[src/rtl/vga_timing_gen.sv]
// Parametrised VGA raster timing generator: per-axis region FSMs, registered pixel/sync/blank/strobe outputs.
// Optional frame counter output enabled by defining VGA_TIMING_FRAME_COUNT_EN.
module vga_timing_gen #(
    parameter int H_VISIBLE  = 800,
    parameter int H_FRONT    = 56,
    parameter int H_SYNC     = 120,
    parameter int H_BACK     = 64,
    parameter int V_VISIBLE  = 600,
    parameter int V_FRONT    = 37,
    parameter int V_SYNC     = 6,
    parameter int V_BACK     = 23,
    parameter bit H_SYNC_POL = 1'b1,
    parameter bit V_SYNC_POL = 1'b1,
    parameter int PIX_DIV    = 1,
    parameter int X_WIDTH    = 11,
    parameter int Y_WIDTH    = 10
) (
    input  logic               Clock,
    input  logic               Reset,
    output logic               pixelEn,
    output logic [X_WIDTH-1:0] x,
    output logic [Y_WIDTH-1:0] y,
    output logic               blank_n,
    output logic               hSync,
    output logic               vSync,
    output logic               sync_n,
    output logic               lineStart,
    output logic               frameStart
`ifdef VGA_TIMING_FRAME_COUNT_EN
    ,
    output logic [15:0]        frameCount
`endif
);

    localparam int H_TOTAL = H_VISIBLE + H_FRONT + H_SYNC + H_BACK;
    localparam int V_TOTAL = V_VISIBLE + V_FRONT + V_SYNC + V_BACK;
    localparam int DIV_W   = (PIX_DIV > 1) ? $clog2(PIX_DIV) : 1;

    generate
        if (H_TOTAL - 1 >= (1 << X_WIDTH)) begin : g_x_width_check
            $error("vga_timing_gen: X_WIDTH cannot hold H_TOTAL-1");
        end
        if (V_TOTAL - 1 >= (1 << Y_WIDTH)) begin : g_y_width_check
            $error("vga_timing_gen: Y_WIDTH cannot hold V_TOTAL-1");
        end
        if (PIX_DIV < 1) begin : g_div_check
            $error("vga_timing_gen: PIX_DIV must be at least 1");
        end
        if (H_VISIBLE < 1 || V_VISIBLE < 1) begin : g_visible_check
            $error("vga_timing_gen: visible regions must be non-empty");
        end
    endgenerate

    typedef enum logic [1:0] {
        ST_VISIBLE = 2'd0,
        ST_FRONT   = 2'd1,
        ST_SYNC    = 2'd2,
        ST_BACK    = 2'd3
    } region_t;

    function automatic int region_len(input logic vert, input region_t r);
        int len;
        len = 0;
        case (r)
            ST_VISIBLE: len = vert ? V_VISIBLE : H_VISIBLE;
            ST_FRONT:   len = vert ? V_FRONT   : H_FRONT;
            ST_SYNC:    len = vert ? V_SYNC    : H_SYNC;
            ST_BACK:    len = vert ? V_BACK    : H_BACK;
            default:    len = 0;
        endcase
        return len;
    endfunction

    // Next region in ring order, stepping over any zero-length region.
    function automatic region_t next_region(input logic vert, input region_t r);
        region_t    nr;
        logic       found;
        logic [1:0] idx;
        nr    = r;
        found = 1'b0;
        for (int i = 1; i <= 4; i++) begin
            idx = 2'(r) + 2'(i);
            if (!found && region_len(vert, region_t'(idx)) != 0) begin
                nr    = region_t'(idx);
                found = 1'b1;
            end
        end
        return nr;
    endfunction

    logic [DIV_W-1:0]   div_reg, div_next;
    logic               pixel_en_reg, pixel_en_next;
    region_t            h_state_reg, h_state_next;
    region_t            v_state_reg, v_state_next;
    logic [X_WIDTH-1:0] h_cnt_reg, h_cnt_next, x_reg, x_next;
    logic [Y_WIDTH-1:0] v_cnt_reg, v_cnt_next, y_reg, y_next;
    logic               h_end, v_end, x_wrap, y_wrap, line_adv, frame_adv;
    logic               blank_n_reg, h_sync_reg, v_sync_reg, sync_n_reg;
    logic               line_start_reg, frame_start_reg;

    always_comb begin
        div_next      = div_reg;
        pixel_en_next = pixel_en_reg;
        h_state_next  = h_state_reg;
        h_cnt_next    = h_cnt_reg;
        x_next        = x_reg;
        v_state_next  = v_state_reg;
        v_cnt_next    = v_cnt_reg;
        y_next        = y_reg;

        h_end     = (h_cnt_reg == X_WIDTH'(region_len(1'b0, h_state_reg) - 1));
        v_end     = (v_cnt_reg == Y_WIDTH'(region_len(1'b1, v_state_reg) - 1));
        x_wrap    = (x_reg == X_WIDTH'(H_TOTAL - 1));
        y_wrap    = (y_reg == Y_WIDTH'(V_TOTAL - 1));
        line_adv  = pixel_en_reg && x_wrap;
        frame_adv = line_adv && y_wrap;

        // pixel_en_reg is high exactly while the divider sits at PIX_DIV-1
        div_next      = pixel_en_reg ? '0 : div_reg + DIV_W'(1);
        pixel_en_next = (div_next == DIV_W'(PIX_DIV - 1));

        if (pixel_en_reg) begin
            x_next = x_wrap ? '0 : x_reg + X_WIDTH'(1);
            if (h_end) begin
                h_state_next = next_region(1'b0, h_state_reg);
                h_cnt_next   = '0;
            end else begin
                h_cnt_next   = h_cnt_reg + X_WIDTH'(1);
            end
        end

        if (line_adv) begin
            y_next = y_wrap ? '0 : y_reg + Y_WIDTH'(1);
            if (v_end) begin
                v_state_next = next_region(1'b1, v_state_reg);
                v_cnt_next   = '0;
            end else begin
                v_cnt_next   = v_cnt_reg + Y_WIDTH'(1);
            end
        end
    end

    always_ff @(posedge Clock) begin
        if (Reset) begin
            div_reg         <= '0;
            pixel_en_reg    <= (PIX_DIV == 1);
            h_state_reg     <= ST_VISIBLE;
            h_cnt_reg       <= '0;
            x_reg           <= '0;
            v_state_reg     <= ST_VISIBLE;
            v_cnt_reg       <= '0;
            y_reg           <= '0;
            blank_n_reg     <= 1'b1;
            h_sync_reg      <= ~H_SYNC_POL;
            v_sync_reg      <= ~V_SYNC_POL;
            sync_n_reg      <= 1'b1;
            line_start_reg  <= 1'b0;
            frame_start_reg <= 1'b0;
        end else begin
            div_reg         <= div_next;
            pixel_en_reg    <= pixel_en_next;
            h_state_reg     <= h_state_next;
            h_cnt_reg       <= h_cnt_next;
            x_reg           <= x_next;
            v_state_reg     <= v_state_next;
            v_cnt_reg       <= v_cnt_next;
            y_reg           <= y_next;
            // Decoded from the next FSM states so the flags line up with the new x/y
            blank_n_reg     <= (h_state_next == ST_VISIBLE) && (v_state_next == ST_VISIBLE);
            h_sync_reg      <= (h_state_next == ST_SYNC) ? H_SYNC_POL : ~H_SYNC_POL;
            v_sync_reg      <= (v_state_next == ST_SYNC) ? V_SYNC_POL : ~V_SYNC_POL;
            sync_n_reg      <= !((h_state_next == ST_SYNC) || (v_state_next == ST_SYNC));
            line_start_reg  <= line_adv;
            frame_start_reg <= frame_adv;
        end
    end

`ifdef VGA_TIMING_FRAME_COUNT_EN
    logic [15:0] frame_count_reg;

    always_ff @(posedge Clock) begin
        if (Reset) begin
            frame_count_reg <= '0;
        end else if (frame_adv) begin
            frame_count_reg <= frame_count_reg + 16'd1;
        end
    end

    assign frameCount = frame_count_reg;
`endif

    assign pixelEn    = pixel_en_reg;
    assign x          = x_reg;
    assign y          = y_reg;
    assign blank_n    = blank_n_reg;
    assign hSync      = h_sync_reg;
    assign vSync      = v_sync_reg;
    assign sync_n     = sync_n_reg;
    assign lineStart  = line_start_reg;
    assign frameStart = frame_start_reg;

endmodule

[config.mk]
export PLATFORM = sky130hd
export DESIGN_NAME = vga_timing_gen
export DESIGN_NICKNAME = d
export VERILOG_FILES = /design/src/rtl/vga_timing_gen.sv
export SDC_FILE = /design/constraint.sdc
export NUM_CORES = 1
export LEC_CHECK = 0
export CORE_ASPECT_RATIO = 1.2
export CORE_UTILIZATION = 31
export DETAILED_ROUTE_END_ITERATION = 6
export GPL_TIMING_DRIVEN = 0
export PLACE_DENSITY = 0.46
export SLEW_MARGIN = 25
export SYNTH_ARGS = -nofsm -noshare
export SYNTH_HDL_FRONTEND = slang
export SYNTH_SLANG_ARGS = --single-unit
[constraint.sdc]
create_clock -name Clock -period 3.1 [get_ports Clock]
set_clock_uncertainty 0.2 [all_clocks]
set_input_delay 0.775 -clock Clock [delete_from_list [all_inputs] [get_ports Clock]]
set_output_delay 0.775 -clock Clock [all_outputs]
set_load 0.005 [all_outputs]
### Yosys cells after proc, flatten, opt, wreduce, memory -nomap -nowiden

Cells that the tools add are included.

| word-level totals | value |
|---|---|
| flip-flop bits (word level) | 54 |
| output and inout port bits | 28 |
| word-level logic and storage cells | 154 |

| operators by class | value |
|---|---|
| $add $sub $neg | 13 |
| equality and inequality tests | 30 |
| multiplexer cells | 61 |
| bitwise operators | 1 |
| reduce and logical (&&, ||, !) cells | 35 |

Operator list:

| cell | number |
|---|---|
| case mux 32 bit (4 select lines) | 8 |
| 2-to-1 mux 32 bit | 16 |
| nonzero test 32 bit | 8 |
| == test 2 bit (second input constant) | 18 |
| 2-to-1 mux 2 bit | 12 |
| adder 11 x 1 -> 11 bit (second input constant) | 2 |
| 2-to-1 mux 11 bit | 2 |
| 2-to-1 mux 1 bit | 21 |
| adder 10 x 1 -> 10 bit (second input constant) | 2 |
| logical NOT 2 bit | 10 |
| 2-to-1 mux 10 bit | 2 |
| == test 2 x 1 -> 1 bit (second input constant) | 8 |
| == test 11 bit | 1 |
| == test 11 bit (second input constant) | 1 |
| subtractor 11 x 2 -> 11 bit (second input constant) | 1 |
| == test 10 bit | 1 |
| == test 10 bit (second input constant) | 1 |
| subtractor 10 x 2 -> 10 bit (second input constant) | 1 |
| logical AND 1 bit | 9 |
| adder 2 bit (second input constant) | 4 |
| logical NOT 1 bit | 7 |
| adder 2 x 1 -> 2 bit (second input constant) | 2 |
| adder 1 bit (second input constant) | 1 |
| logical OR 1 bit | 1 |
| NOT 1 bit | 1 |

### Longest topological paths before layout

Gate-level depths: netlist (run 1).

| depth | value |
|---|---|
| word-level depth | 28 |
| mapped depth | 8 |

### Least setup slack after synthesis (run 1)

No wires, ideal clock.

| path | value |
|---|---|
| path kind | flip-flop to flip-flop |
| start | reg h_state_reg[0] |
| end | reg sync_n_reg (netlist: sync_n) |
| arrival time | 2.017 ns |
| slack | 0.769 ns |
| cell stages (with the launch flop) | 8 |
| buffers on the path | 0 |
| clock period less this slack | 2.331 ns |
| cell sequence | dfxtp_1 inv_1 ha_1 xor2_1 nand4_1 nor4_2 mux2_2 a21o_1 |

| on the way | value |
|---|---|
| word-level cells in the longest chain between the ends | 27 |
| elaborated cells between the ends (all ways) | 61 |
| classes of those cells | add/sub (4); eq/ne (14); mux (27); reduce/logical (16) |

RTL lines:

| what | line | RTL |
|---|---|---|
| from (decl) | 93 | `region_t h_state_reg, h_state_next;` |
| from (signal assigned) | 162 | `h_state_reg <= h_state_next;` |
| adder 2 x 1 -> 2 bit | 82 | `idx = 2'(r) + 2'(i);` |
| == test 2 bit, or another cell as far along | 64 | `case (r)` |
| case mux 32 bit (4 select lines) | 64 |  |
| 2-to-1 mux 32 bit | 124 | `if (h_end) begin` |
| 2-to-1 mux 32 bit | 122 | `if (pixel_en_reg) begin` |
| nonzero test 32 bit | 83 | `if (!found && region_len(vert, region_t'(idx)) != 0) begin` |
| 2-to-1 mux 1 bit | 83 |  |
| 2-to-1 mux 1 bit | 124 |  |
| (+11 left out) | n/a |  |
| logical NOT 1 bit | 83 |  |
| logical AND 1 bit | 83 |  |
| 2-to-1 mux 2 bit | 83 |  |
| 2-to-1 mux 2 bit | 124 |  |
| 2-to-1 mux 2 bit (*) | 122 |  |
| == test 2 bit (*) | 172 | `sync_n_reg <= !((h_state_next == ST_SYNC) \|\| (v_state_next == ST_SYNC));` |
| logical OR 1 bit (*) | 172 |  |
| logical NOT 1 bit (*) | 172 |  |
| to (signal assigned) | 172 |  |
| to (decl) | 98 | `logic blank_n_reg, h_sync_reg, v_sync_reg, sync_n_reg;` |

Every way passes the cells marked *; elsewhere a longest branch is shown, timed or not. The select of a mux whose other input is x is not followed.
A chain may end at the register's enable or synchronous reset.

### Final worst setup path (run 1)

| path | value |
|---|---|
| start | reg h_state_reg[0] |
| end | reg h_cnt_reg[7] |

| on the way | value |
|---|---|
| word-level cells in the longest chain between the ends | 5 |
| elaborated cells between the ends (all ways) | 8 |
| classes of those cells | add/sub (1); eq/ne (4); mux (2); reduce/logical (1) |

RTL lines:

| what | line | RTL |
|---|---|---|
| == test 2 bit, or another cell as far along | 64 |  |
| case mux 32 bit (4 select lines) (*) | n/a |  |
| subtractor 11 x 2 -> 11 bit (*) | 111 | `h_end = (h_cnt_reg == X_WIDTH'(region_len(1'b0, h_state_reg) - 1));` |
| == test 11 bit (*) | 111 |  |
| 2-to-1 mux 11 bit (*) | 124 |  |
| to (signal assigned) | 163 | `h_cnt_reg <= h_cnt_next;` |
| to (decl) | 95 | `logic [X_WIDTH-1:0] h_cnt_reg, h_cnt_next, x_reg, x_next;` |

Marks and branches as above.

==> results.sh, run 1 <==
export IMPL_outcome="finished, final reports clean"
export IMPL_postCtsSetupRepairBufs=0
export IMPL_cap_viol_max_count=0
export IMPL_die_h_um=104
export IMPL_synth_cell_types=41
export IMPL_io_buffers=29
export IMPL_critical_path_endpoint="h_cnt_reg[7]"
export IMPL_gp_congestion=0.756
export IMPL_r2r_end="h_cnt_reg[7]"
export IMPL_grt_usage_pct=13.8
export IMPL_grt_pass1_wl_mm=9.86
export IMPL_drc=0
export IMPL_drt_pass1_iter_count=4
export IMPL_holdPathStages=1
export IMPL_area_growth_pct=20.2
export IMPL_dr_total_vias=2015
export IMPL_clk_pin_slew_worst_paths_ns=0.10
export IMPL_clockBufferDepth=2
export IMPL_grt_pass1_vias=2013
export IMPL_fin_tns_setup_ns=0
export IMPL_ys_seq_area_share_pct=40.6
export IMPL_antenna_found_initial=0
export IMPL_placed_area_mm2=0.00310
export IMPL_setup_viol=0
export IMPL_drtAntennaViolNets=0
export IMPL_wire_per_inst_um=12.2
export IMPL_cts_tree="built"
export IMPL_r2r_setup_slack_ns=0.47
export IMPL_ys_ff_latch=54
export IMPL_clock_sinks=54
export IMPL_cellLeakagePower_nw=1.13
export IMPL_avgSynthCellArea_um2=9.00
export IMPL_grt_max_degree=16
export IMPL_start_util_pct=32.3
export IMPL_cts_root_buf="clkbuf_8"
export IMPL_worstSetupPathType="flip-flop to flip-flop"
export IMPL_rsz0062_at_grt="false"
export IMPL_startpoint="h_state_reg[0]"
export IMPL_synth_fp_nets=313
export IMPL_end_kind="flip-flop"
export IMPL_design_area_mm2=0.00320
export IMPL_crit_path_start_kind="flip-flop"
export IMPL_yosys_warnings=0
export IMPL_dpl_hpwl_mm=3.99
export IMPL_max_slew_margin_pct=53.4
export IMPL_cp_max_fo=10
export IMPL_syn_area_mm2=0.00266
export IMPL_r2r_start="h_state_reg[0]"
export IMPL_design_core_area_mm2=0.00824
export IMPL_cts_resized=0
export IMPL_layout_drive_gt1_share_pct=5.71
export IMPL_fp_row_count=36
export IMPL_routed_wl_mm=5.47
export IMPL_drv_slew=0
export IMPL_clk_latency_ns=0.31
export IMPL_hold_buffers=0
export IMPL_grt_overflow_total=0
export IMPL_die_x_um=86.6
export IMPL_numCtsBuffers=5
export IMPL_fmax_mhz=380
export IMPL_hold_class="flip-flop to flip-flop"
export IMPL_viasPerCell=4.51
export IMPL_layout_min_cycle_time_ns=2.63
export IMPL_worstPathArrival_ns=2.62
export IMPL_powerDensity_mw_per_mm2=381
export IMPL_holdWs_ns=0.251
export IMPL_num_antenna_cells=0
export IMPL_syn_instance_count=296
export IMPL_ff2ff_path_depth=8
export IMPL_htree_levels=2
export IMPL_drt_iter0_drc=33
export IMPL_dieArea_mm2=0.00897
export IMPL_finish_utilization_pct=38.9
export IMPL_required_ns=3.08
export IMPL_tightest_slew_ns=0.698
export IMPL_vdd_drop_max_uv=194
export IMPL_ios=30
export IMPL_hold_viol=0
export IMPL_min_period_over_period_pct=84.9
export IMPL_fin_nets=349
-- synth_stat cells, drive strengths merged --
master,instances,share of area (%)
nand4,14,3.3
o21bai,2,0.56
clkbuf,7,0.99
nand3b,3,0.85
and3b,2,0.66
mux2,3,1.3
nand2b,6,1.4
ha,15,7.0
nor4b,3,1.6
xor2,19,6.2
inv,9,1.3
and4,5,1.6
or2,2,0.47
buf,2,0.47
mux2i,2,0.75
nand2,21,3.0
nor4,4,1.2
or4,1,0.42
dfxtp,54,41
o311ai,1,0.33
nor4bb,1,0.38
o21ai,2,0.38
nor3b,2,0.56
xnor2,24,7.9
a221oi,1,0.56
a21o,1,0.28
and4b,1,0.38
and2,1,0.24
nand3,9,2.2
a21oi,7,1.3
o31a,1,0.33
a31oi,1,0.24
and3,7,1.6
nor2,51,7.2
nor3,10,2.1
or3,2,0.47
-- worst max-delay path, cell delays in order, from the launching register on --
cell and delay [ns]:
dfxtp_1 0.40, inv_1 0.14, ha_1 0.40, xor2_1 0.15, nand4_1 0.14, nor4_2 0.45, or2_2 0.19, clkbuf_1 0.34
nor2_1 0.10
-- worst min path at each step --
stage | from | endpoint | slack, ns
after floorplan | div_reg | pixelEn | 0.21
after global placement | div_reg | pixelEn | 0.22
after detailed placement | div_reg | pixelEn | 0.23
after CTS | div_reg | pixelEn | 0.25
after global routing | div_reg | pixelEn | 0.30
final | div_reg | pixelEn | 0.25
-- layout make-up --
type / instances / area [um^2]
Fill cell: 863 / 5040
Multi-Input combinational cell: 224 / 1510
Sequential cell: 54 / 1080
Timing Repair Buffer: 29 / 290
Tap cell: 114 / 143
Clock buffer: 7 / 76.3
Buffer: 9 / 38.8
Inverter: 9 / 33.8
Clock inverter: 1 / 30.0
-- where the power goes --
| group | internal [mW] | switching, mW |
|---|---|---|
| clock | 0.242 | 0.228 |
| sequential | 0.700 | 0.00932 |
| combinational | 0.0185 | 0.0212 |
| total | 0.961 | 0.258 |
-- per-layer routing --
layer / global-route usage, % / wire length, um
met4: 3.93 / 37
met1: 18.8 / 2830
met5: 0 / 0
met2: 21.9 / 2450
met3: 3.03 / 148
-- logic make-up (layout without fill, tap and decap cells) --
logic type	Yosys count	count (layout)	share of synthesized area, %
AO/OA/AOI/OAI	16	16	3.99
XOR/XNOR	43	43	14.1
adder cells (fa/ha/maj)	15	15	7.05
buffers and inverters	18	55	2.72
flip-flops	54	54	40.6
multiplexers	5	5	2.02
AND/OR/NAND/NOR	145	145	29.5
-- per-stage QoR --
stage,std cells,power [mW],setup WS [ns]
6_report,447,1.22,0.467
5_1_grt,447,1.29,0.135
4_1_cts,447,1.24,0.363
3_5_place_dp,439,0.767,0.381
3_3_place_gp,439,0.767,0.375
2_1_floorplan,296,0.749,0.769
-- layout by cell type, fill, tap and decap left out, types with 3 or more instances in the layout --
master	synthesis	final
xor2_1	19	19
nand4_1	14	14
dfxtp_1	54	54
and3_1	7	7
inv_1	9	9
mux2_2	3	3
nor3_1	9	9
nor4_1	3	3
clkbuf_8	0	5
xnor2_1	24	24
clkbuf_1	7	9
a21oi_1	7	7
nor2_1	51	51
nand3_1	8	8
nand3b_1	3	3
and4_1	5	5
ha_1	15	15
nand2b_1	6	6
clkdlybuf4s50_1	0	29
nand2_1	21	21
(Power assumes the default switching activity.)
==> run 2: changes to the inputs <==
==> constraint.sdc (replaced) <==
create_clock -name Clock -period 2.6 [get_ports Clock]
set_clock_uncertainty 0.2 [all_clocks]
set_input_delay 0.65 -clock Clock [delete_from_list [all_inputs] [get_ports Clock]]
set_output_delay 0.65 -clock Clock [all_outputs]
set_load 0.005 [all_outputs]
==> results.sh, run 2 (same netlist as run 1, synthesis figures left out) <==
export IMPL_grt_usage_pct=13.8
export IMPL_r2r_end="sync_n"
export IMPL_end_kind="flip-flop"
export IMPL_setup_slack_ns=0.170
export IMPL_drt_iter0_drc=29
export IMPL_r2r_start="h_state_reg[0]"
export IMPL_path_cells="inv_1 > ha_2 > xor2_1 > nand4_1 > nor4_4 > mux2_2 > a21o_1"
export IMPL_wire_per_inst_um=12.3
export IMPL_fin_nets=349
export IMPL_dieArea_mm2=0.00897
export IMPL_cellLeakagePower_nw=1.13
export IMPL_seq_power_share_pct=58.2
export IMPL_holdPathStages=1
export IMPL_clockBufferDepth=2
export IMPL_fmax_mhz=411
export IMPL_clock_sinks=54
export IMPL_worstSetupPathType="flip-flop to flip-flop"
export IMPL_drv_slew=0
export IMPL_clk_pin_slew_worst_paths_ns=0.10
export IMPL_hold_buffers=0
export IMPL_mostFrequentLayoutCells="dfxtp_1, nor2_1, clkdlybuf4s50_1"
export IMPL_layout_commonest_cell="dfxtp_1"
export IMPL_cts_root_buf="clkbuf_8"
export IMPL_num_antenna_cells=0
export IMPL_grt_pass1_vias=2019
export IMPL_ios=30
export IMPL_p_comb_share_pct=3.2
export IMPL_viasPerCell=4.53
export IMPL_vdd_drop_max_uv=234
export IMPL_cts_tree="built"
export IMPL_cap_viol_max_count=0
export IMPL_ff2ff_path_depth=7
export IMPL_htree_levels=2
export IMPL_dr_total_vias=2026
export IMPL_min_period_over_period_pct=93.5
export IMPL_finish_utilization_pct=39.2
export IMPL_drtAntennaViolNets=0
export IMPL_power_mw=1.45
export IMPL_die_x_um=86.6
export IMPL_io_buffers=29
export IMPL_cp_max_fo=6
export IMPL_max_stage_delay_ns=0.40
export IMPL_drt_pass1_iter_count=4
export IMPL_layout_min_cycle_time_ns=2.43
export IMPL_grt_pass1_wl_mm=9.85
export IMPL_worstPathArrival_ns=2.44
export IMPL_multi_input_area_mm2=0.00153
export IMPL_outcome="finished, final reports clean"
export IMPL_dp_slack_ns=-0.119
export IMPL_swShare_pct=21.2
export IMPL_cp_slowest_cell="mux2_2"
export IMPL_start_util_pct=32.3
export IMPL_dpl_hpwl_mm=3.99
export IMPL_fp_row_count=36
export IMPL_tightest_slew_ns=0.520
export IMPL_r2r_setup_slack_ns=0.17
export IMPL_grt_max_degree=16
export IMPL_crit_path_start_kind="flip-flop"
export IMPL_regArea_mm2=0.00108
export IMPL_routed_wl_mm=5.48
export IMPL_pwr_share_clk_pct=38.6
export IMPL_finalNonFillerCells=447
export IMPL_rsz0062_at_grt="false"
export IMPL_max_slew_margin_pct=65.3
export IMPL_fillCellCount=861
export IMPL_numCtsBuffers=5
export IMPL_dpl_cell_count=439
export IMPL_grt_overflow_total=0
export IMPL_power_switching_uw=309
export IMPL_gp_congestion=0.756
export IMPL_hold_viol=0
export IMPL_powerDensity_mw_per_mm2=450
export IMPL_required_ns=2.61
export IMPL_min_to="pixelEn"
export IMPL_area_growth_pct=21.3
export IMPL_antenna_found_initial=0
export IMPL_layout_drive_gt1_share_pct=7.51
export IMPL_min_from="div_reg"
export IMPL_p_int_mw=1.15
export IMPL_hold_class="flip-flop to flip-flop"
export IMPL_clk_latency_ns=0.31
export IMPL_setup_viol=0
export IMPL_holdWs_ns=0.251
export IMPL_die_h_um=104
export IMPL_drc=0
export IMPL_design_core_area_mm2=0.00824
run 2: cell types whose count changed in the layout (fill, tap and decap cells not counted):
cell / before / now
nor4_4: 0 / 1
o21bai_2: 0 / 1
o21bai_1: 2 / 1
clkbuf_1: 9 / 8
dfxtp_1: 54 / 52
ha_1: 15 / 14
ha_2: 0 / 1
dfxtp_2: 0 / 2
nor4_1: 3 / 2
buf_4: 1 / 2
run 2: routing by layer:
layer	track usage (%)	share of wire [%]	vias to the layer above
li1	-	-	1076
met1	18.7	51	918
met2	21.9	46	28
met3	3.03	2.9	4
met4	3.93	0.68	0
met5	0	0	-
run 2: critical path: cells and delay by family (launching register included):
family / cells / cell delay [ns]
DFF: 1 / 0.37
AOI/OAI and AO/OA: 1 / 0.17
adders and majority gates: 1 / 0.39
xor gates and xnor gates: 1 / 0.15
and+or+nand+nor: 2 / 0.53
muxes: 1 / 0.40
buffers and inverters: 1 / 0.12
run 2: metrics by stage:
| stage | instance area [um^2] | TNS, ns |
|---|---|---|
| 2_1_floorplan | 2660 | 0 |
| 6_report | 3230 | 0 |
| 5_1_grt | 3230 | 0 |
| 4_1_cts | 3210 | 0 |
| 3_3_place_gp | 3100 | -1.23 |
| 3_5_place_dp | 3100 | -1.03 |
run 2: power by group through the flow:
stage / sequential, mW / clock (mW) / combinational, mW
CTS: 0.846 / 0.589 / 0.0483
floorplan: 0.863 / 0 / 0.0293
finish: 0.846 / 0.562 / 0.0471
detailed placement: 0.866 / 0 / 0.0486
global route: 0.849 / 0.640 / 0.0550
global placement: 0.865 / 0 / 0.0485
run 2: worst max-delay path by stage:
stage	startpoint	to	slack (ns)
final	h_state_reg[0]	sync_n	0.17
after global routing	v_state_reg[0]	sync_n	0.005
after CTS	h_state_reg[0]	sync_n	0.05
after detailed placement	h_state_reg[0]	h_cnt_reg[7]	-0.12
after global placement	h_state_reg[0]	h_cnt_reg[5]	-0.12
after floorplan	h_state_reg[0]	sync_n	0.27
run 2: final cells by class:
class                           instances  share of cell area, %
Inverter                                9                   1.05
Timing Repair Buffer                   30                   9.22
Sequential cell                        54                   33.5
Clock buffer                            7                   2.36
Clock inverter                          1                  0.930
Multi-Input combinational cell        224                   47.4
Tap cell                              114                   4.42
Buffer                                  8                   1.08
run 2: timing repair:
action / CTS / global route
setup endpoints to repair: 11 / 13
pin swaps: 0 / 1
setup buffers: 0 / 1
gates resized for setup: 1 / 5
==> run 3: changes to the inputs <==
--- a/config.mk
+++ b/config.mk
@@ -6,10 +6,11 @@
 export NUM_CORES = 1
 export LEC_CHECK = 0
 export CORE_ASPECT_RATIO = 1.2
+export CORE_MARGIN = 2
 export CORE_UTILIZATION = 31
 export DETAILED_ROUTE_END_ITERATION = 6
 export GPL_TIMING_DRIVEN = 0
-export PLACE_DENSITY = 0.46
+export PLACE_DENSITY = 0.6
 export SLEW_MARGIN = 25
 export SYNTH_ARGS = -nofsm -noshare
 export SYNTH_HDL_FRONTEND = slang
==> results.sh, run 3 (same netlist as run 1, synthesis figures left out) <==
export IMPL_use_met1_pct=15.3
export IMPL_hold_viol=0
export IMPL_drt_iter0_drc=63
export IMPL_max_stage_delay_ns=0.42
export IMPL_tightest_slew_ns=0.482
export IMPL_clock_sinks=54
export IMPL_hold_buffers=0
export IMPL_dr_total_vias=2081
export IMPL_holdPathStages=1
export IMPL_cp_max_fo=6
export IMPL_grt_overflow_total=0
export IMPL_path_cells="inv_1 > ha_4 > xor2_1 > nand4_1 > nor4_4 > mux2_2 > a21o_1"
export IMPL_routed_wl_mm=5.28
export IMPL_grt_pass1_vias=1984
export IMPL_die_x_um=88.6
export IMPL_finalNonFillerCells=449
export IMPL_grt_pass1_wl_mm=9.02
export IMPL_start_util_pct=31.4
export IMPL_worstSetupPathType="flip-flop to flip-flop"
export IMPL_htree_levels=2
export IMPL_min_to="pixelEn"
export IMPL_cp_slowest_cell="dfxtp_1"
export IMPL_clockBufferDepth=2
export IMPL_die_h_um=106
export IMPL_cellLeakagePower_nw=1.12
export IMPL_drt_pass1_iter_count=4
export IMPL_required_ns=2.61
export IMPL_fillCellCount=868
export IMPL_fin_tns_setup_ns=0
export IMPL_worstPathArrival_ns=2.46
export IMPL_setup_slack_ns=0.145
export IMPL_grt_use_met3_pct=2.74
export IMPL_placed_area_mm2=0.00310
export IMPL_drtAntennaViolNets=0
export IMPL_outcome="finished, final reports clean"
export IMPL_powerDensity_mw_per_mm2=421
export IMPL_layout_min_cycle_time_ns=2.46
export IMPL_r2r_start="h_state_reg[0]"
export IMPL_rsz0062_at_grt="false"
export IMPL_min_from="div_reg"
export IMPL_min_period_over_period_pct=94.4
export IMPL_hold_class="flip-flop to flip-flop"
export IMPL_drv_slew=0
export IMPL_io_buffers=29
export IMPL_num_antenna_cells=0
export IMPL_clk_pin_slew_worst_paths_ns=0.10
export IMPL_r2r_setup_slack_ns=0.14
export IMPL_dieArea_mm2=0.00935
export IMPL_dpl_cell_count=442
export IMPL_dp_slack_ns=-0.0780
export IMPL_wire_per_inst_um=11.7
export IMPL_drc=0
export IMPL_busiest_layer="met2"
export IMPL_gp_congestion=0.779
export IMPL_max_slew_margin_pct=67.9
export IMPL_grt_usage_pct=11.9
export IMPL_dpl_hpwl_mm=3.83
export IMPL_fin_nets=349
export IMPL_numCtsBuffers=5
export IMPL_setup_viol=0
export IMPL_fmax_mhz=407
export IMPL_holdWs_ns=0.250
export IMPL_end_kind="flip-flop"
export IMPL_met2_usage_pct=19.3
export IMPL_crit_path_start_kind="flip-flop"
export IMPL_layout_drive_gt1_share_pct=7.83
export IMPL_cts_tree="built"
export IMPL_viasPerCell=4.63
export IMPL_mostFrequentLayoutCells="dfxtp_1, nor2_1, clkdlybuf4s50_1"
export IMPL_area_growth_pct=21.2
export IMPL_design_area_mm2=0.00323
export IMPL_antenna_found_initial=0
export IMPL_clk_latency_ns=0.30
export IMPL_r2r_end="sync_n"
export IMPL_ios=30
export IMPL_design_core_area_mm2=0.00847
export IMPL_grt_max_degree=17
export IMPL_ff2ff_path_depth=7
export IMPL_cap_viol_max_count=0
export IMPL_vdd_drop_max_uv=325
export IMPL_cts_root_buf="clkbuf_8"
export IMPL_fp_row_count=37
export IMPL_layout_commonest_cell="dfxtp_1"
-- run 3: how the worst max path moves through the flow --
stage,from,to,slack (ns)
2_1_floorplan,h_state_reg[0],sync_n,0.27
3_3_place_gp,h_state_reg[0],h_cnt_reg[5],-0.04
3_5_place_dp,h_state_reg[0],h_cnt_reg[3],-0.08
4_1_cts,h_state_reg[0],blank_n,0.03
5_1_grt,x[0],sync_n,0.003
6_report,h_state_reg[0],sync_n,0.14
-- run 3: cell type report --
class                           instances  area, um^2  area share [%]
Multi-Input combinational cell        224        1550            48.0
Sequential cell                        54        1080            33.5
Timing Repair Buffer                   30         298            9.22
Tap cell                              117         146            4.53
Clock buffer                            5        68.8            2.13
Buffer                                  8        35.0            1.09
Inverter                                9        33.8            1.05
Clock inverter                          2        15.0           0.465
-- run 3: timing repair --
| action | 4_1_cts | 5_1_grt |
|---|---|---|
| pin swaps | 0 | 1 |
| setup endpoints to repair | 11 | 13 |
| gates resized for setup | 1 | 5 |
| buffers inserted | 0 | 1 |
-- run 3: through the flow --
step / util (%) / power, mW
final: 38.1 / 1.36
after global routing: 38.1 / 1.41
after CTS: 37.6 / 1.38
after detailed placement: 36.6 / 0.913
after global placement: 36.6 / 0.913
after floorplan: - / 0.892
-- run 3: layer usage --
| layer | vias to the layer above | wire, um |
|---|---|---|
| met2 | 27 | 2490 |
| met3 | 5 | 168 |
| met4 | 0 | 77 |
| li1 | 1075 | - |
| met1 | 974 | 2540 |
| met5 | - | 0 |
-- run 3: critical path, delay by kind of cell (launching register included) --
| family | cells | cell delay, ns |
|---|---|---|
| compound gates | 1 | 0.16 |
| xor+xnor | 1 | 0.14 |
| fa+ha+maj | 1 | 0.33 |
| buf+inv | 1 | 0.17 |
| flops | 1 | 0.42 |
| mux | 1 | 0.39 |
| simple gates | 2 | 0.54 |
-- run 3: power breakdown --
group | switching, mW | total [mW] | internal, mW | leakage [nW]
sequential | 0.0115 | 0.846 | 0.835 | 0.436
clock | 0.280 | 0.465 | 0.185 | 0.0362
combinational | 0.0248 | 0.0469 | 0.0221 | 0.649
total | 0.317 | 1.36 | 1.04 | 1.12
